$ cat config.mk
export PLATFORM = sky130hd
export DESIGN_NAME = reorder_buffer
export DESIGN_NICKNAME = d
export VERILOG_FILES = /design/src/rtl/rob_pkg.sv /design/src/rtl/reorder_buffer.sv
export SDC_FILE = /design/constraint.sdc
export NUM_CORES = 1
export LEC_CHECK = 0
export CAP_MARGIN = 20
export CORE_ASPECT_RATIO = 0.5
export CORE_MARGIN = 5
export CORE_UTILIZATION = 68
export CTS_BUF_LIST = sky130_fd_sc_hd__clkbuf_8
export DETAILED_ROUTE_END_ITERATION = 6
export MAX_ROUTING_LAYER = met4
export PLACE_DENSITY = 0.88
export SETUP_SLACK_MARGIN = 0.15
export SYNTH_ARGS = -nofsm -noshare
export SYNTH_HDL_FRONTEND = slang
export SYNTH_SLANG_ARGS = --single-unit
export TNS_END_PERCENT = 5
$ cat constraint.sdc
create_clock -name clk -period 7.2 [get_ports clk]
set_clock_uncertainty 0.2 [all_clocks]
set_input_delay 1.08 -clock clk [delete_from_list [all_inputs] [get_ports clk]]
set_output_delay 1.08 -clock clk [all_outputs]
set_load 0.02 [all_outputs]
$ cat src/rtl/rob_pkg.sv
// Shared types and defaults for the reorder buffer.
// Physical tags are one bit wider than an architectural register index.
package rob_pkg;

    localparam int NUM_REG_DEFAULT   = 32;
    localparam int ROB_DEPTH_DEFAULT = 16;

    function automatic int preg_width(input int num_reg);
        return $clog2(num_reg) + 1;
    endfunction

    localparam int PREG_W = preg_width(NUM_REG_DEFAULT);

    typedef struct packed {
        logic              valid;
        logic              done;
        logic              has_rd;
        logic [PREG_W-1:0] prd_old;
        logic [PREG_W-1:0] prd_new;
    } rob_entry_t;

endpackage

$ cat src/rtl/reorder_buffer.sv
// In-order reorder buffer: allocates from rename, records out-of-order
// completions, retires one instruction per cycle and frees the superseded tag.
module reorder_buffer
    import rob_pkg::*;
#(
    parameter int NUM_REG   = NUM_REG_DEFAULT,
    parameter int ROB_DEPTH = ROB_DEPTH_DEFAULT,
    parameter int REG_SIZE  = $clog2(NUM_REG),
    parameter int IDX_W     = $clog2(ROB_DEPTH)
) (
    input  logic              clk,
    input  logic              rst_n,

    input  logic              alloc_valid,
    output logic              alloc_ready,
    input  logic              alloc_has_rd,
    input  logic [REG_SIZE:0] alloc_prd_old,
    input  logic [REG_SIZE:0] alloc_prd_new,
    output logic [IDX_W-1:0]  alloc_idx,

    input  logic              complete_valid,
    input  logic [IDX_W-1:0]  complete_idx,

    output logic              commit_free,
    output logic [REG_SIZE:0] prd_free,
    output logic              commit_valid,
    output logic [REG_SIZE:0] commit_prd_new,

    output logic              empty,
    output logic [IDX_W:0]    count
);

    rob_entry_t       rob [ROB_DEPTH];
    logic [IDX_W-1:0] head;
    logic [IDX_W-1:0] tail;

    rob_entry_t       head_entry;
    logic             alloc_fire;
    logic             commit_fire;
    logic             commit_release;

    always_comb begin
        head_entry     = rob[head];
        alloc_ready    = (count != (IDX_W+1)'(ROB_DEPTH));
        alloc_fire     = alloc_valid && alloc_ready;
        // done is only ever seen one edge after it was set, so a completion
        // to the head cannot retire on the same edge.
        commit_fire    = head_entry.valid && head_entry.done;
        // p0 is hardwired and must never re-enter the free pool.
        commit_release = head_entry.has_rd && (head_entry.prd_old != '0);
        alloc_idx      = tail;
        empty          = (count == '0);
    end

    always_ff @(posedge clk or negedge rst_n) begin
        if (!rst_n) begin
            for (int unsigned i = 0; i < ROB_DEPTH; i++) begin
                rob[i] <= '0;
            end
            head  <= '0;
            tail  <= '0;
            count <= '0;
        end else begin
            if (complete_valid && rob[complete_idx].valid) begin
                rob[complete_idx].done <= 1'b1;
            end
            if (commit_fire) begin
                rob[head].valid <= 1'b0;
                rob[head].done  <= 1'b0;
                head            <= head + IDX_W'(1);
            end
            if (alloc_fire) begin
                rob[tail].valid   <= 1'b1;
                rob[tail].done    <= 1'b0;
                rob[tail].has_rd  <= alloc_has_rd;
                rob[tail].prd_old <= alloc_prd_old;
                rob[tail].prd_new <= alloc_prd_new;
                tail              <= tail + IDX_W'(1);
            end
            count <= count + (IDX_W+1)'(alloc_fire) - (IDX_W+1)'(commit_fire);
        end
    end

    always_ff @(posedge clk or negedge rst_n) begin
        if (!rst_n) begin
            commit_valid   <= 1'b0;
            commit_free    <= 1'b0;
            prd_free       <= '0;
            commit_prd_new <= '0;
        end else if (commit_fire) begin
            commit_valid   <= 1'b1;
            commit_free    <= commit_release;
            prd_free       <= head_entry.has_rd ? head_entry.prd_old : '0;
            commit_prd_new <= head_entry.prd_new;
        end else begin
            commit_valid   <= 1'b0;
            commit_free    <= 1'b0;
            prd_free       <= '0;
            commit_prd_new <= '0;
        end
    end

endmodule

==> results of run 1 <==
[power breakdown]
group	leakage, nW	internal (mW)	total [mW]	switching, mW
logic	2.41	1.43	2.56	1.13
registers	3.27	2.20	2.67	0.471
clock network	0.421	0.606	1.17	0.562
[registers in the layout, indices dropped and copies added (netlist names)]
name,cells
commit_prd_new,6
commit_free,1
commit_valid,1
rob,240
count,5
head,4
prd_free,6
alloc_idx,4
[critical path, delay by kind of cell (launching register included)]
kind	cells	cell delay, ps
AO/OA/AOI/OAI	2	140
buffers and inverters	6	1280
multiplexers	2	970
XOR/XNOR	1	110
flip-flops	1	460
AND/OR/NAND/NOR	2	150
adder cells (fa/ha/maj)	3	880
[layout make-up]
cell class,count,share of cell area
clock buffers,42,0.0425
well taps,234,0.0215
clock inverters,22,0.0108
inverters,30,0.00827
multi-input cells,476,0.378
flip-flops and latches,267,0.491
repair buffers,63,0.0480
[synth_stat cells (13+ instances only)]
cell / count / area, sq um
nand2_1: 28 / 105
mux4_2: 72 / 1620
nor2_1: 27 / 101
mux2_2: 208 / 2340
a21oi_1: 21 / 105
dfrtp_1: 267 / 6680
inv_1: 30 / 113
ha_1: 14 / 175
nand3_1: 13 / 65.1
o21ai_0: 21 / 105
clkbuf_1: 26 / 97.6
buf_2: 24 / 120
[cell families (layout without fill, tap and decap cells)]
| kind of cell | Yosys count | count (layout) | synth area share |
|---|---|---|---|
| AO/OA/AOI/OAI | 59 | 59 | 0.0280 |
| XOR/XNOR | 10 | 10 | 0.00717 |
| adder cells (fa/ha/maj) | 15 | 15 | 0.0160 |
| buffers and inverters | 89 | 157 | 0.0317 |
| flip-flops | 267 | 267 | 0.547 |
| multiplexers | 281 | 281 | 0.325 |
| AND/OR/NAND/NOR | 111 | 111 | 0.0448 |
[layout by cell type, fill, tap and decap left out, drive strengths merged]
cell type	instances
dfrtp	267
mux2	209
mux4	72
inv	44
clkdlybuf4s50	44
clkbuf	42
nand2	28
nor2	27
o21ai	22
a21oi	21
buf	19
ha	14
nand3	13
nor2b	12
nor3	12
a22oi	12
xnor2	8
nand4	5
and3	4
clkinv	4
and2	2
a22o	2
xor2	2
and4b	2
clkinvlp	2
bufinv	2
nand4bb	1
a21o	1
nor4bb	1
nand2b	1
and4	1
nor4b	1
nor4	1
o211ai	1
fa	1
[routing by layer]
metal | vias up | global-route usage
li1 | 3138 | -
met1 | 3967 | 0.384
met2 | 378 | 0.451
met3 | 78 | 0.0630
met4 | 0 | 0.108
met5 | - | -
[final timing paths]
kind / from / end / slack, ps / cells after the start
setup / recovery: head[1] / count[4] / 2890 / 16
max in group asynchronous: rst_n / rob[218] / 4930 / 2
hold reg to reg: rob[180] / rob[180] / 300 / 1
setup reg to reg: head[1] / count[4] / 2890 / 16
min in group asynchronous: rst_n / rob[20] / 360 / 1
hold / removal: rob[180] / rob[180] / 300 / 1
==> run_results.csv, run 1 <==
group,metric,value,unit
grt,first_global_vias,8198,
grt,antenna_found_initial,0,
layout,multiInputGateArea,0.00515,sq mm
clock_network,clkLatencyLatePin,530,ps
clock_network,holdBufCountCts,0,
synth,ys_async_sr_fraction,1.00,
power_and_ir_drop,total_power,6.40,mW
floorplan,core_area,0.0175,sq mm
floorplan,die_width,200,um
power_and_ir_drop,ir_drop,259,uV
layout,final_util,0.779,
sta,slew_headroom,0.208,
route,dr.pass1.iters,6,
floorplan,dieArea,0.0209,sq mm
power_and_ir_drop,power_per_cell_area,470,mW/mm^2
layout,diodes,0,
layout,stdcell_count,1134,
clock_network,cts_inserted_buffers,36,
setup_path,crit_slowest_cell,"buf_4",
sta,rsz0062_at_grt,"no",
layout,design_area,0.0136,sq mm
grt,grt_pass1_wl,45300,um
synth,ys_ff_latch,267,
setup_path,cpPeakStageDelay,710,ps
route,antenna_left,0,
synth,syn_nets,868,
floorplan,io_pins,46,
status,status,"finished clean",
clock_network,post-cts-setup-buffer-count,0,
sta,fin_crit,4310,ps
synth,yosys_warnings,0,
synth,netlist_instances,832,
synth,ys.flop_type,"dfrtp_1",
route,wl_per_cell,25.2,um
layout,register_area,0.00669,sq mm
placement,io_buffers,45,
grt,grt_max_degree,110,
floorplan,fp-row-count,34,
synth,synth_cell_types,36,
placement,gp_congestion,0.920,
setup_path,path_cells,"buf_4, mux4_2, mux4_2, o21ai_2, buf_4, inv_1, ha_1, inv_1, ha_1, inv_1, fa_1, inv_1, a21oi_1, nor2_1, nor2_1, xnor2_1",
clock_network,cts.sink_count,267,
grt,track_usage,0.290,
sta,max_freq,0.232,GHz
sta,fin_ws,2890,ps
layout,final_layout_size_suffix_gt1_frac,0.391,
clock_network,cts_resized,0,
clock_network,cts.reportedPaths.clkPinSlew,70,ps
layout,fillers,943,
sta,fin_crit_sh,0.598,
sta,setup_viol,0,
route,met3_length,2130,um
route,totalWireLength,28600,um
route,num_vias,7561,
route,drt_iter0_drc,745,
synth,synth_edf_count,0,
synth,syn_area_per_cell,14.7,sq um
placement,hpwl,17000,um
setup_path,end_kind,"flip-flop",
setup_path,crit_type,"reg -> reg",
route,post_drt_via_cell_ratio,6.67,
setup_path,cpMostUsedCell,"inv_1",
clock_network,clk_path_buf_depth,3,
sta,tns,0,ps
placement,place_worst_setup_slack,2920,ps
setup_path,critPathLaunchType,"flip-flop",
setup_path,worstPathRequired,7410,ps
job,max_cap_viol_count,0,
synth,ys_seq_area_frac,0.547,
clock_network,cts_tree,"built",
sta,slew_viol_final,0,
synth,synth_area,0.0122,sq mm
floorplan,floorplan.initialDensity,0.699,
setup_path,cp.arrival,4520,ps
route,met1_length,11400,um
power_and_ir_drop,p_leak,6.11,nW
layout,nets,910,
floorplan,chipHeight,105,um
sta,worst_pin_slew,1190,ps
placement,dpl_cell_area,0.0128,sq mm
layout,area_growth,11.5,%
placement,dp.cells,1065,
sta,hold_ws,303,ps
route,drc,0,
route,met2_length,14300,um
hold_path,holdCritPathClass,"reg -> reg",
grt,overflow,0,
clock_network,h-tree-depth,2,
clock_network,cts-root-buf,"clkbuf_8",
sta,final_hold_viol_count,0,
setup_path,crit_fanout,59,
route,top_layer,"met4",
Note: power is estimated with default switching activity, not from simulation.
==> run 2, diff against run 1 <==
Settings changed: CORE_UTILIZATION 68 to 63, PLACE_DENSITY 0.88 to 0.82.
Clock period 7.2 ns to 4.1 ns, I/O delays scaled along.
==> run 2 against run 1 <==
  * Die area is 7.3% higher
  * Critical path depth is 2 lower
  * Critical endpoint unchanged
  * First-iteration DRC count is 18% lower
==> run_results.csv, run 2 (synthesized netlist as in run 1, its figures left out) <==
group,metric,value,unit
layout,final_layout_size_suffix_gt1_frac,0.406,
grt,antenna_found_initial,0,
layout,area_growth,13.1,%
sta,rsz0062_at_grt,"no",
sta,fin_crit,3610,ps
setup_path,crit_start,"head[0]",
grt,first_global_vias,8101,
route,dr.pass1.iters,6,
clock_network,cts.sink_count,267,
layout,largest-register,"rob",
sta,final_hold_viol_count,0,
placement,gp_congestion,0.910,
setup_path,crit_fanout,15,
power_and_ir_drop,power.share.clock,0.189,
setup_path,critPathLaunchType,"flip-flop",
sta,setup_viol,0,
setup_path,path_buf_inv,4,
power_and_ir_drop,p_leak,6.20,nW
clock_network,cts.reportedPaths.clkPinSlew,70,ps
job,max_cap_viol_count,0,
floorplan,core_area,0.0192,sq mm
layout,reg_top3,"rob x240, commit_prd_new x6, prd_free x6",
grt,track_usage,0.275,
route,num_vias,7460,
clock_network,clkLatencyLatePin,520,ps
placement,place_worst_setup_slack,533,ps
layout,fillers,1201,
layout,final_cell_mix,"dfrtp_1 (265), mux2_2 (208), mux4_2 (72)",
floorplan,dieArea,0.0224,sq mm
sta,fin_ws,494,ps
setup_path,cp.arrival,3800,ps
route,totalWireLength,28100,um
setup_path,cpMostUsedCell,"inv_1",
layout,final_util,0.718,
setup_path,cpPeakStageDelay,600,ps
placement,io_buffers,45,
power_and_ir_drop,swShare,0.331,
setup_path,crit_family,"multiplexers",
grt,grt_max_degree,111,
route,drt_iter0_drc,612,
floorplan,floorplan.initialDensity,0.635,
placement,hpwl,17200,um
sta,slew_viol_final,0,
layout,diodes,0,
clock_network,post-cts-setup-buffer-count,0,
setup_path,ff2ff_setup_slack,490,ps
clock_network,cts_tree,"built",
floorplan,chipHeight,108,um
power_and_ir_drop,power.switching,3.75,mW
setup_path,end_kind,"flip-flop",
power_and_ir_drop,power_per_cell_area,820,mW/mm^2
sta,slew_headroom,0.426,
power_and_ir_drop,seqPwrFrac,0.407,
layout,largest_register_ffs,240,
setup_path,crit_end,"count[4]",
clock_network,h-tree-depth,2,
setup_path,worstPathRequired,4300,ps
clock_network,cts_inserted_buffers,38,
setup_path,crit_slowest_cell,"dfrtp_4",
sta,max_freq,0.277,GHz
sta,tns,0,ps
floorplan,fp-row-count,36,
grt,overflow,0,
layout,layout_commonest_cell,"dfrtp_1",
setup_path,crit_type,"reg -> reg",
setup_path,r2r_cells,14,
clock_network,cts-root-buf,"clkbuf_8",
power_and_ir_drop,p_comb_frac,0.404,
power_and_ir_drop,internal-power,7.58,mW
floorplan,io_pins,46,
route,antenna_left,0,
hold_path,holdCritPathClass,"reg -> reg",
clock_network,clk_path_buf_depth,3,
power_and_ir_drop,ir_drop,395,uV
setup_path,r2r-end,"count[4]",
sta,fin_crit_sh,0.879,
route,wl_per_cell,23.7,um
setup_path,path_cells,"mux4_2, mux4_2, o21ai_2, inv_1, ha_1, inv_1, ha_1, inv_1, fa_1, inv_1, a21oi_1, nor2_1, nor2_1, xnor2_1",
grt,grt_pass1_wl,45600,um
floorplan,die_width,207,um
sta,worst_pin_slew,860,ps
setup_path,crit_cells,14,
route,drc,0,
setup_path,timing.rr.start,"head[0]",
layout,nets,928,
status,status,"finished clean",
route,post_drt_via_cell_ratio,6.30,
-- run 2: changes by cell type in the layout (fill, tap and decap cells not counted), sizes merged, moves of 2 or more --
cell,change
clkinvlp,-2
inv,-4
clkbuf,+8
buf,+15
-- run 2: per-layer routing --
layer / up-vias / track usage / share of wire
met5: - / - / 0
met4: 0 / 0.0631 / 0.015
met3: 51 / 0.0620 / 0.080
met2: 260 / 0.415 / 0.47
met1: 3983 / 0.392 / 0.43
li1: 3166 / - / -
-- run 2: metrics by stage --
step	cell area, sq um	instances	total power [mW]	hold slack (ps)
finish	13800	1184	11.3	301
CTS	13800	1183	11.3	302
global route	13800	1184	12.0	311
detailed placement	13000	1116	9.16	288
floorplan	12200	832	7.87	119
global placement	13000	1114	8.92	282
-- run 2: cell type report --
cell class / count / area (sq um) / area share
Timing Repair Buffer: 79 / 757 / 0.0548
Tap cell: 266 / 333 / 0.0241
Multi-Input combinational cell: 476 / 5150 / 0.372
Clock buffer: 50 / 688 / 0.0498
Inverter: 30 / 113 / 0.00815
Clock inverter: 16 / 92.6 / 0.00670
Sequential cell: 267 / 6690 / 0.484
-- run 2: worst min-delay path by stage --
stage | from | endpoint | cells past startpoint
4_1_cts | rob[124] | rob[124] | 1
2_1_floorplan | rst_n | alloc_idx[0] | 0
5_1_grt | rob[1] | rob[1] | 1
6_report | rob[122] | rob[122] | 1
3_3_place_gp | rob[62] | rob[62] | 1
3_5_place_dp | rob[141] | rob[141] | 1
-- run 2: worst register-to-register path, delay by kind of cell, from the launching register on --
kind | cells | cell delay [ps]
multiplexers | 2 | 1100
flip-flops | 1 | 600
adder cells (fa/ha/maj) | 3 | 850
XOR/XNOR | 1 | 130
buffers and inverters | 4 | 280
AND/OR/NAND/NOR | 2 | 150
AO/OA/AOI/OAI | 2 | 180
-- run 2: power groups by stage --
stage               Combinational [mW]  Clock [mW]  Sequential (mW)
global placement                  4.38           0             4.54
finish                            4.57        2.14             4.61
floorplan                         3.47           0             4.40
detailed placement                4.54           0             4.62
CTS                               4.58        2.17             4.59
global route                      4.95        2.31             4.74
-- run 2: timing repair --
action                    in CTS  in global routing
hold endpoints to repair      20                  0
resized for setup              0                  0
hold buffers                   1                  0
